**config.mk**
```make
export PLATFORM = sky130hd
export DESIGN_NAME = tournament_update_ctrl
export DESIGN_NICKNAME = d
export VERILOG_FILES = /design/src/rtl/tournament_update_ctrl.sv
export SDC_FILE = /design/constraint.sdc
export NUM_CORES = 1
export LEC_CHECK = 0
export CAP_MARGIN = 10
export CORE_MARGIN = 10
export CORE_UTILIZATION = 65
export CTS_BUF_LIST = sky130_fd_sc_hd__clkbuf_4
export DETAILED_ROUTE_END_ITERATION = 10
export GPL_ROUTABILITY_DRIVEN = 0
export HOLD_SLACK_MARGIN = 0.02
export PLACE_DENSITY_LB_ADDON = 0.2
export RECOVER_POWER = 25
export SYNTH_ARGS = -nofsm -noshare
export SYNTH_HDL_FRONTEND = slang
export SYNTH_SLANG_ARGS = --single-unit
```
**constraint.sdc**
```tcl
create_clock -name clock -period 15.1 [get_ports clock]
set_input_delay 3.775 -clock clock [delete_from_list [all_inputs] [get_ports clock]]
set_output_delay 3.775 -clock clock [all_outputs]
set_load 0.02 [all_outputs]
```
**src/rtl/tournament_update_ctrl.sv**
```systemverilog
// Training/recovery controller for the tournament predictor: table init sweep, in-flight queue, update sequencing.
// Optional macro TOURN_STATS_EN adds saturating resolved/mispredict counters.
module tournament_update_ctrl #(
  parameter int GHR_W = 12,
  parameter int DEPTH = 8,
  parameter int PC_W  = 32
) (
  input  logic                       clock,
  input  logic                       reset,
  input  logic                       pred_valid,
  output logic                       pred_ready,
  input  logic [PC_W-1:0]            pred_pc,
  input  logic [GHR_W-1:0]           pred_ghr,
  input  logic                       pred_local,
  input  logic                       pred_global,
  input  logic                       pred_taken,
  input  logic                       res_valid,
  output logic                       res_ready,
  input  logic                       res_taken,
  output logic                       upd_valid,
  input  logic                       upd_ready,
  output logic [PC_W-1:0]            upd_pc,
  output logic [GHR_W-1:0]           upd_ghr,
  output logic                       upd_taken,
  output logic [1:0]                 upd_choice,
  output logic                       recover_valid,
  output logic [GHR_W-1:0]           recover_ghr,
  output logic                       init_valid,
  output logic [GHR_W-1:0]           init_index,
  output logic [$clog2(DEPTH):0]     occupancy,
`ifdef TOURN_STATS_EN
  output logic [31:0]                stat_resolved,
  output logic [31:0]                stat_mispred,
`endif
  output logic                       res_error
);

  localparam int PTR_W = $clog2(DEPTH);
  localparam int CNT_W = PTR_W + 1;

  typedef struct packed {
    logic [PC_W-1:0]  pc;
    logic [GHR_W-1:0] ghr;
    logic             loc;
    logic             glob;
    logic             taken;
  } entry_t;

  typedef enum logic [1:0] {INIT, RUN, UPD} state_t;

  state_t           state_q, state_d;
  logic [GHR_W-1:0] init_index_q, init_index_d;
  entry_t           mem_q [DEPTH];
  entry_t           mem_d [DEPTH];
  logic [PTR_W-1:0] wr_ptr_q, wr_ptr_d, rd_ptr_q, rd_ptr_d;
  logic [CNT_W-1:0] count_q, count_d;
  logic [PC_W-1:0]  upd_pc_q, upd_pc_d;
  logic [GHR_W-1:0] upd_ghr_q, upd_ghr_d;
  logic             upd_taken_q, upd_taken_d;
  logic [1:0]       upd_choice_q, upd_choice_d;
  logic             recover_valid_q, recover_valid_d;
  logic [GHR_W-1:0] recover_ghr_q, recover_ghr_d;
  logic             res_error_q, res_error_d;
  logic             push, pop, mispred;
  entry_t           head;
`ifdef TOURN_STATS_EN
  logic [31:0]      stat_resolved_q, stat_resolved_d;
  logic [31:0]      stat_mispred_q, stat_mispred_d;
`endif

  always_comb begin
    state_d         = state_q;
    init_index_d    = init_index_q;
    mem_d           = mem_q;
    wr_ptr_d        = wr_ptr_q;
    rd_ptr_d        = rd_ptr_q;
    count_d         = count_q;
    upd_pc_d        = upd_pc_q;
    upd_ghr_d       = upd_ghr_q;
    upd_taken_d     = upd_taken_q;
    upd_choice_d    = upd_choice_q;
    recover_valid_d = 1'b0;
    recover_ghr_d   = recover_ghr_q;
    res_error_d     = res_error_q;
`ifdef TOURN_STATS_EN
    stat_resolved_d = stat_resolved_q;
    stat_mispred_d  = stat_mispred_q;
`endif

    pred_ready = (state_q != INIT) && (count_q < CNT_W'(DEPTH));
    res_ready  = (state_q == RUN);
    head       = mem_q[rd_ptr_q];
    push       = pred_valid && pred_ready;
    pop        = res_valid && res_ready && (count_q != '0);
    mispred    = pop && (head.taken != res_taken);

    case (state_q)
      INIT: begin
        init_index_d = init_index_q + GHR_W'(1);
        if (init_index_q == '1) state_d = RUN;
      end
      RUN: begin
        if (res_valid && (count_q == '0)) res_error_d = 1'b1;
        if (pop) begin
          state_d      = UPD;
          upd_pc_d     = head.pc;
          upd_ghr_d    = head.ghr;
          upd_taken_d  = res_taken;
          upd_choice_d = 2'b00;
          if ((head.glob == res_taken) && (head.loc != res_taken)) upd_choice_d = 2'b01;
          if ((head.loc == res_taken) && (head.glob != res_taken)) upd_choice_d = 2'b10;
          if (mispred) begin
            recover_valid_d = 1'b1;
            recover_ghr_d   = {head.ghr[GHR_W-2:0], res_taken};
          end
`ifdef TOURN_STATS_EN
          if (stat_resolved_q != '1) stat_resolved_d = stat_resolved_q + 32'd1;
          if (mispred && (stat_mispred_q != '1)) stat_mispred_d = stat_mispred_q + 32'd1;
`endif
        end
      end
      UPD: begin
        if (upd_ready) state_d = RUN;
      end
      default: state_d = INIT;
    endcase

    // A mispredict squashes everything younger, including a push landing in the same cycle.
    if (mispred) begin
      wr_ptr_d = '0;
      rd_ptr_d = '0;
      count_d  = '0;
    end else begin
      if (push) begin
        mem_d[wr_ptr_q] = '{pc: pred_pc, ghr: pred_ghr, loc: pred_local,
                            glob: pred_global, taken: pred_taken};
        wr_ptr_d = wr_ptr_q + PTR_W'(1);
      end
      if (pop) rd_ptr_d = rd_ptr_q + PTR_W'(1);
      count_d = count_q + CNT_W'(push) - CNT_W'(pop);
    end
  end

  always_ff @(posedge clock) begin
    if (reset) begin
      state_q         <= INIT;
      init_index_q    <= '0;
      wr_ptr_q        <= '0;
      rd_ptr_q        <= '0;
      count_q         <= '0;
      upd_pc_q        <= '0;
      upd_ghr_q       <= '0;
      upd_taken_q     <= 1'b0;
      upd_choice_q    <= 2'b00;
      recover_valid_q <= 1'b0;
      recover_ghr_q   <= '0;
      res_error_q     <= 1'b0;
`ifdef TOURN_STATS_EN
      stat_resolved_q <= '0;
      stat_mispred_q  <= '0;
`endif
    end else begin
      state_q         <= state_d;
      init_index_q    <= init_index_d;
      wr_ptr_q        <= wr_ptr_d;
      rd_ptr_q        <= rd_ptr_d;
      count_q         <= count_d;
      upd_pc_q        <= upd_pc_d;
      upd_ghr_q       <= upd_ghr_d;
      upd_taken_q     <= upd_taken_d;
      upd_choice_q    <= upd_choice_d;
      recover_valid_q <= recover_valid_d;
      recover_ghr_q   <= recover_ghr_d;
      res_error_q     <= res_error_d;
`ifdef TOURN_STATS_EN
      stat_resolved_q <= stat_resolved_d;
      stat_mispred_q  <= stat_mispred_d;
`endif
    end
  end

  // Queue storage needs no reset: occupancy gates every read.
  always_ff @(posedge clock) begin
    mem_q <= mem_d;
  end

  assign upd_valid     = (state_q == UPD);
  assign upd_pc        = upd_pc_q;
  assign upd_ghr       = upd_ghr_q;
  assign upd_taken     = upd_taken_q;
  assign upd_choice    = upd_choice_q;
  assign recover_valid = recover_valid_q;
  assign recover_ghr   = recover_ghr_q;
  assign init_valid    = (state_q == INIT);
  assign init_index    = init_index_q;
  assign occupancy     = count_q;
  assign res_error     = res_error_q;
`ifdef TOURN_STATS_EN
  assign stat_resolved = stat_resolved_q;
  assign stat_mispred  = stat_mispred_q;
`endif

endmodule

```
==> results.py <==
metrics = {
    "floorplan": {
        "initial_core_util_pct": 66.2,
        "row_count": 59,
        "design.die.area_um2": 33500,
        "placeableCoreArea_um2": 26100,
        "chipHeight_um": 183,
        "die-width_um": 183,
        "floorplan.io_pins": 134,
    },
    "cts": {
        "clock_path_buffers": 3,
        "cts_sinks": 461,
        "insertion_delay_ns": 0.73,
        "cts_setup_buffers": 0,
        "cts_max_level": 3,
        "clock_tree.root_cell": "sky130_fd_sc_hd__clkbuf_4",
        "clkTransAtPathRegs_ns": 0.06,
        "cts-buffers-inserted": 107,
        "postCtsResizedCells": 0,
        "post_cts_hold_buffer_count": 0,
        "cts_tree": "yes",
    },
    "yosys": {
        "ys_ff_latch": 461,
        "post_synth_xor_area_fraction_pct": 0.911,
        "postSynthNetCount": 963,
        "synth_simple_gate_area_share_pct": 3.86,
        "syn-instance-count": 902,
        "syn-mean-instance-area_um2": 19.2,
        "compound_gate_fraction_of_synth_area_pct": 3.01,
        "synthDistinctLibCells": 41,
        "combinational_family_with_the_most_area_after_synthesis": "multiplexers",
        "warnings_from_yosys": 0,
        "netlist_area_before_placement_um2": 17300,
        "synth_sequential_area_ratio_pct": 75.1,
        "post_synth_mux_area_share_pct": 14.9,
        "synth_adder_area_share_pct": 0.622,
    },
    "routing": {
        "first_drt_pass_iteration_count": 5,
        "postRouteAntennaNets": 0,
        "drt-vias-per-instance": 6.01,
        "maxUsedRoutingLayer": "met4",
        "residual_drc": 0,
        "met2_wirelength_um": 17200,
        "route.detailed.wl_per_inst_um": 22.4,
        "drt-total-wl_um": 34400,
        "first_iter_violations": 714,
        "vias": 9220,
        "met1Wirelength_um": 13800,
        "met3WireLength_um": 2880,
    },
    "setup_path": {
        "timing.critical_path.to_type": "flip-flop",
        "critical_path.startpoint_type": "input pin",
        "cp_data_arrival_time_ns": 6.90,
        "timing.reg2reg.setup_slack_ns": 10.13,
        "critical_path.cell_chain": "clkdlybuf4s50_1 -> and3b_1 -> and2_4 -> and4b_4 -> or2_4 -> nor4b_4 -> buf_4",
        "regToRegStartpoint": "rd_ptr_q[1]",
        "r2r-end": "mem_q[349]",
        "number_of_cells_traversed_by_the_worst_register_to_register_path": 7,
        "cp_data_required_time_ns": 15.44,
        "crit_path_max_incr_delay_ns": 0.76,
        "critical-path-slowest-cell": "sky130_fd_sc_hd__nor4b_4",
        "crit_type": "in2reg",
        "critical_path.max_fanout": 50,
    },
    "placed_design": {
        "placement.io_buffers": 133,
        "dpl.cell_count": 1332,
        "detailed_place_hpwl_um": 19700,
    },
    "sta": {
        "post-route-min-period_ns": 6.56,
        "setup_viol": 0,
        "finalSetupTns_ns": 0,
        "timing.slew.headroom_pct": 33.1,
        "period_share_pct": 43.5,
        "finalMaxSlewViolations": 0,
        "finalHoldViolCount": 0,
        "clock.fmax_ghz": 0.152,
        "final.setup_skew_ns": 0.0303,
        "rsz0062_at_grt": "no",
        "worstMarginPinSlew_ns": 1.00,
    },
    "global_route": {
        "grt_remaining_overflow": 0,
        "antenna_violations_before_repair": 2,
        "maximum_number_of_pins_on_one_net_before_global_route_repair": 86,
        "grt_pass1_wl_um": 53700,
        "grt_usage_pct": 20.7,
        "grt_pass1_vias": 9646,
    },
    "job": {
        "maxCapViolCount": 0,
    },
    "power": {
        "power_leakage_uw": 0.00644,
        "power-per-cell-area_nw_per_um2": 118,
        "peakVddDrop_v": 0.0000819,
    },
    "layout": {
        "finalNetCount": 1167,
        "instances_no_fill": 1534,
        "area.growth.synth_to_final_pct": 18.3,
        "share_of_final_layout_standard_cells_stronger_than_drive_strength_1_pct": 25.6,
    },
    "worst_hold_path": {
        "hold_path_end": "upd_taken",
        "hold_path_cells": 2,
        "worst_hold_startpoint": "upd_taken",
        "hp-class": "reg2reg",
    },
    "run_status": {
        "outcome": "complete, no violations",
    },
}
## logic make-up after synthesis
group / Yosys count
buffers and inverters: 61
flip-flops: 461
multiplexers: 143
AND/OR/NAND/NOR: 138
XOR/XNOR: 18
AO/OA/AOI/OAI: 73
adder cells (fa/ha/maj): 8
## worst max-delay path, delay by kind of cell
family / cells / cell delay, ns
simple gates: 5 / 2.03
buf+inv: 2 / 1.05
## flip-flops by register name (all words and copies together), names as in the netlist, 2 cells and up
signal / cells
upd_pc: 32
recover_ghr: 12
upd_ghr: 12
upd_choice: 2
wr_ptr_q: 3
rd_ptr_q: 3
init_index: 12
mem_q: 376
state_q: 2
occupancy: 4
## worst max-delay path by stage
stage                             to  slack [ns]  startpoint  depth (start not counted)
final                     mem_q[349]        8.54   res_valid                          7
after global routing      mem_q[369]        8.41   res_valid                          7
after CTS                 mem_q[361]        8.59   res_valid                          7
after detailed placement  mem_q[349]        7.82   res_valid                          7
after global placement    mem_q[349]        7.91   res_valid                          7
after floorplan             mem_q[0]        5.20   res_valid                          7
## synthesized netlist by cell type
cell                          n  area (µm²)
sky130_fd_sc_hd__buf_2       18        90.1
sky130_fd_sc_hd__or2_4        1        8.76
sky130_fd_sc_hd__o21ai_0      2        10.0
sky130_fd_sc_hd__and4_1       2        17.5
sky130_fd_sc_hd__nor2b_1      6        37.5
sky130_fd_sc_hd__dfxtp_1     85        1700
sky130_fd_sc_hd__nor4bb_1     1        10.0
sky130_fd_sc_hd__a2bb2oi_1    1        8.76
sky130_fd_sc_hd__nor4b_2      1        15.0
sky130_fd_sc_hd__and2_1       2        12.5
sky130_fd_sc_hd__buf_6        2        22.5
sky130_fd_sc_hd__nand2b_1     4        25.0
sky130_fd_sc_hd__a21o_1       1        7.51
sky130_fd_sc_hd__xor2_1      10        87.6
sky130_fd_sc_hd__a21oi_1      8        40.0
sky130_fd_sc_hd__nand3_1      7        35.0
sky130_fd_sc_hd__o22ai_1      2        12.5
sky130_fd_sc_hd__buf_1        7        26.3
sky130_fd_sc_hd__or3b_1       1        8.76
sky130_fd_sc_hd__mux2i_1     50         500
sky130_fd_sc_hd__nand2_1     13        48.8
sky130_fd_sc_hd__mux2_2       1        11.3
sky130_fd_sc_hd__o21a_1       1        7.51
sky130_fd_sc_hd__mux4_2      92        2070
sky130_fd_sc_hd__edfxtp_1   376       11300
sky130_fd_sc_hd__nor3_1      24         120
sky130_fd_sc_hd__a211oi_1    55         413
sky130_fd_sc_hd__and3b_1      1        8.76
sky130_fd_sc_hd__ha_1         7        87.6
sky130_fd_sc_hd__a31oi_1      1        6.26
sky130_fd_sc_hd__clkbuf_1    26        97.6
sky130_fd_sc_hd__fa_1         1        20.0
sky130_fd_sc_hd__a22oi_1      2        15.0
sky130_fd_sc_hd__buf_4        2        15.0
sky130_fd_sc_hd__inv_1        6        22.5
sky130_fd_sc_hd__nor4_1       6        37.5
sky130_fd_sc_hd__xnor2_1      8        70.1
sky130_fd_sc_hd__and4b_4      1        13.8
sky130_fd_sc_hd__nor2_1      63         236
sky130_fd_sc_hd__and3_1       4        25.0
sky130_fd_sc_hd__nor3b_1      1        7.51
## per-stage QoR
step	cell area, µm²	total power [µW]	worst slack (ns)	hold WS (ns)	util (%)
6_report	20500	2410	8.54	0.467	78.3
5_1_grt	20500	2510	8.41	0.490	78.3
4_1_cts	20500	2440	8.59	0.471	78.3
3_5_place_dp	19000	1430	7.82	0.463	72.7
3_3_place_gp	19000	1430	7.91	0.451	72.7
2_1_floorplan	17300	1410	5.20	0.534	-
## final cells by class
| class | instances | area, µm² |
|---|---|---|
| diodes | 2 | 5.00 |
| clock buffers | 176 | 1320 |
| clock inverters | 24 | 149 |
| fillers | 1449 | 5660 |
| inverters | 6 | 22.5 |
| multi-input cells | 380 | 4090 |
| flip-flops and latches | 461 | 13000 |
| well taps | 335 | 419 |
| repair buffers | 150 | 1460 |
## layout by cell type (no fill, tap or decap), types with 10 or more instances in the layout
master,Yosys,layout
sky130_fd_sc_hd__a211oi_1,55,55
sky130_fd_sc_hd__buf_4,2,18
sky130_fd_sc_hd__clkbuf_4,0,176
sky130_fd_sc_hd__clkdlybuf4s50_1,0,99
sky130_fd_sc_hd__clkinv_1,0,19
sky130_fd_sc_hd__dfxtp_1,85,82
sky130_fd_sc_hd__dlygate4sd3_1,0,33
sky130_fd_sc_hd__edfxtp_1,376,376
sky130_fd_sc_hd__mux2i_1,50,50
sky130_fd_sc_hd__mux4_2,92,92
sky130_fd_sc_hd__nand2_1,13,13
sky130_fd_sc_hd__nor2_1,63,63
sky130_fd_sc_hd__nor3_1,24,23
sky130_fd_sc_hd__xor2_1,10,10
## layer usage
layer / up-vias / global-route usage [%]
li1: 4129 / -
met1: 4625 / 27.3
met2: 424 / 32.8
met3: 42 / 5.34
met4: 0 / 7.70
met5: - / 0
## power by group
| part | internal (µW) | switching [µW] |
|---|---|---|
| Combinational | 12.4 | 20.3 |
| Clock | 559 | 450 |
| Sequential | 1370 | 0.764 |
| Total | 1940 | 471 |
No activity file was read; power rests on OpenSTA's default activity.
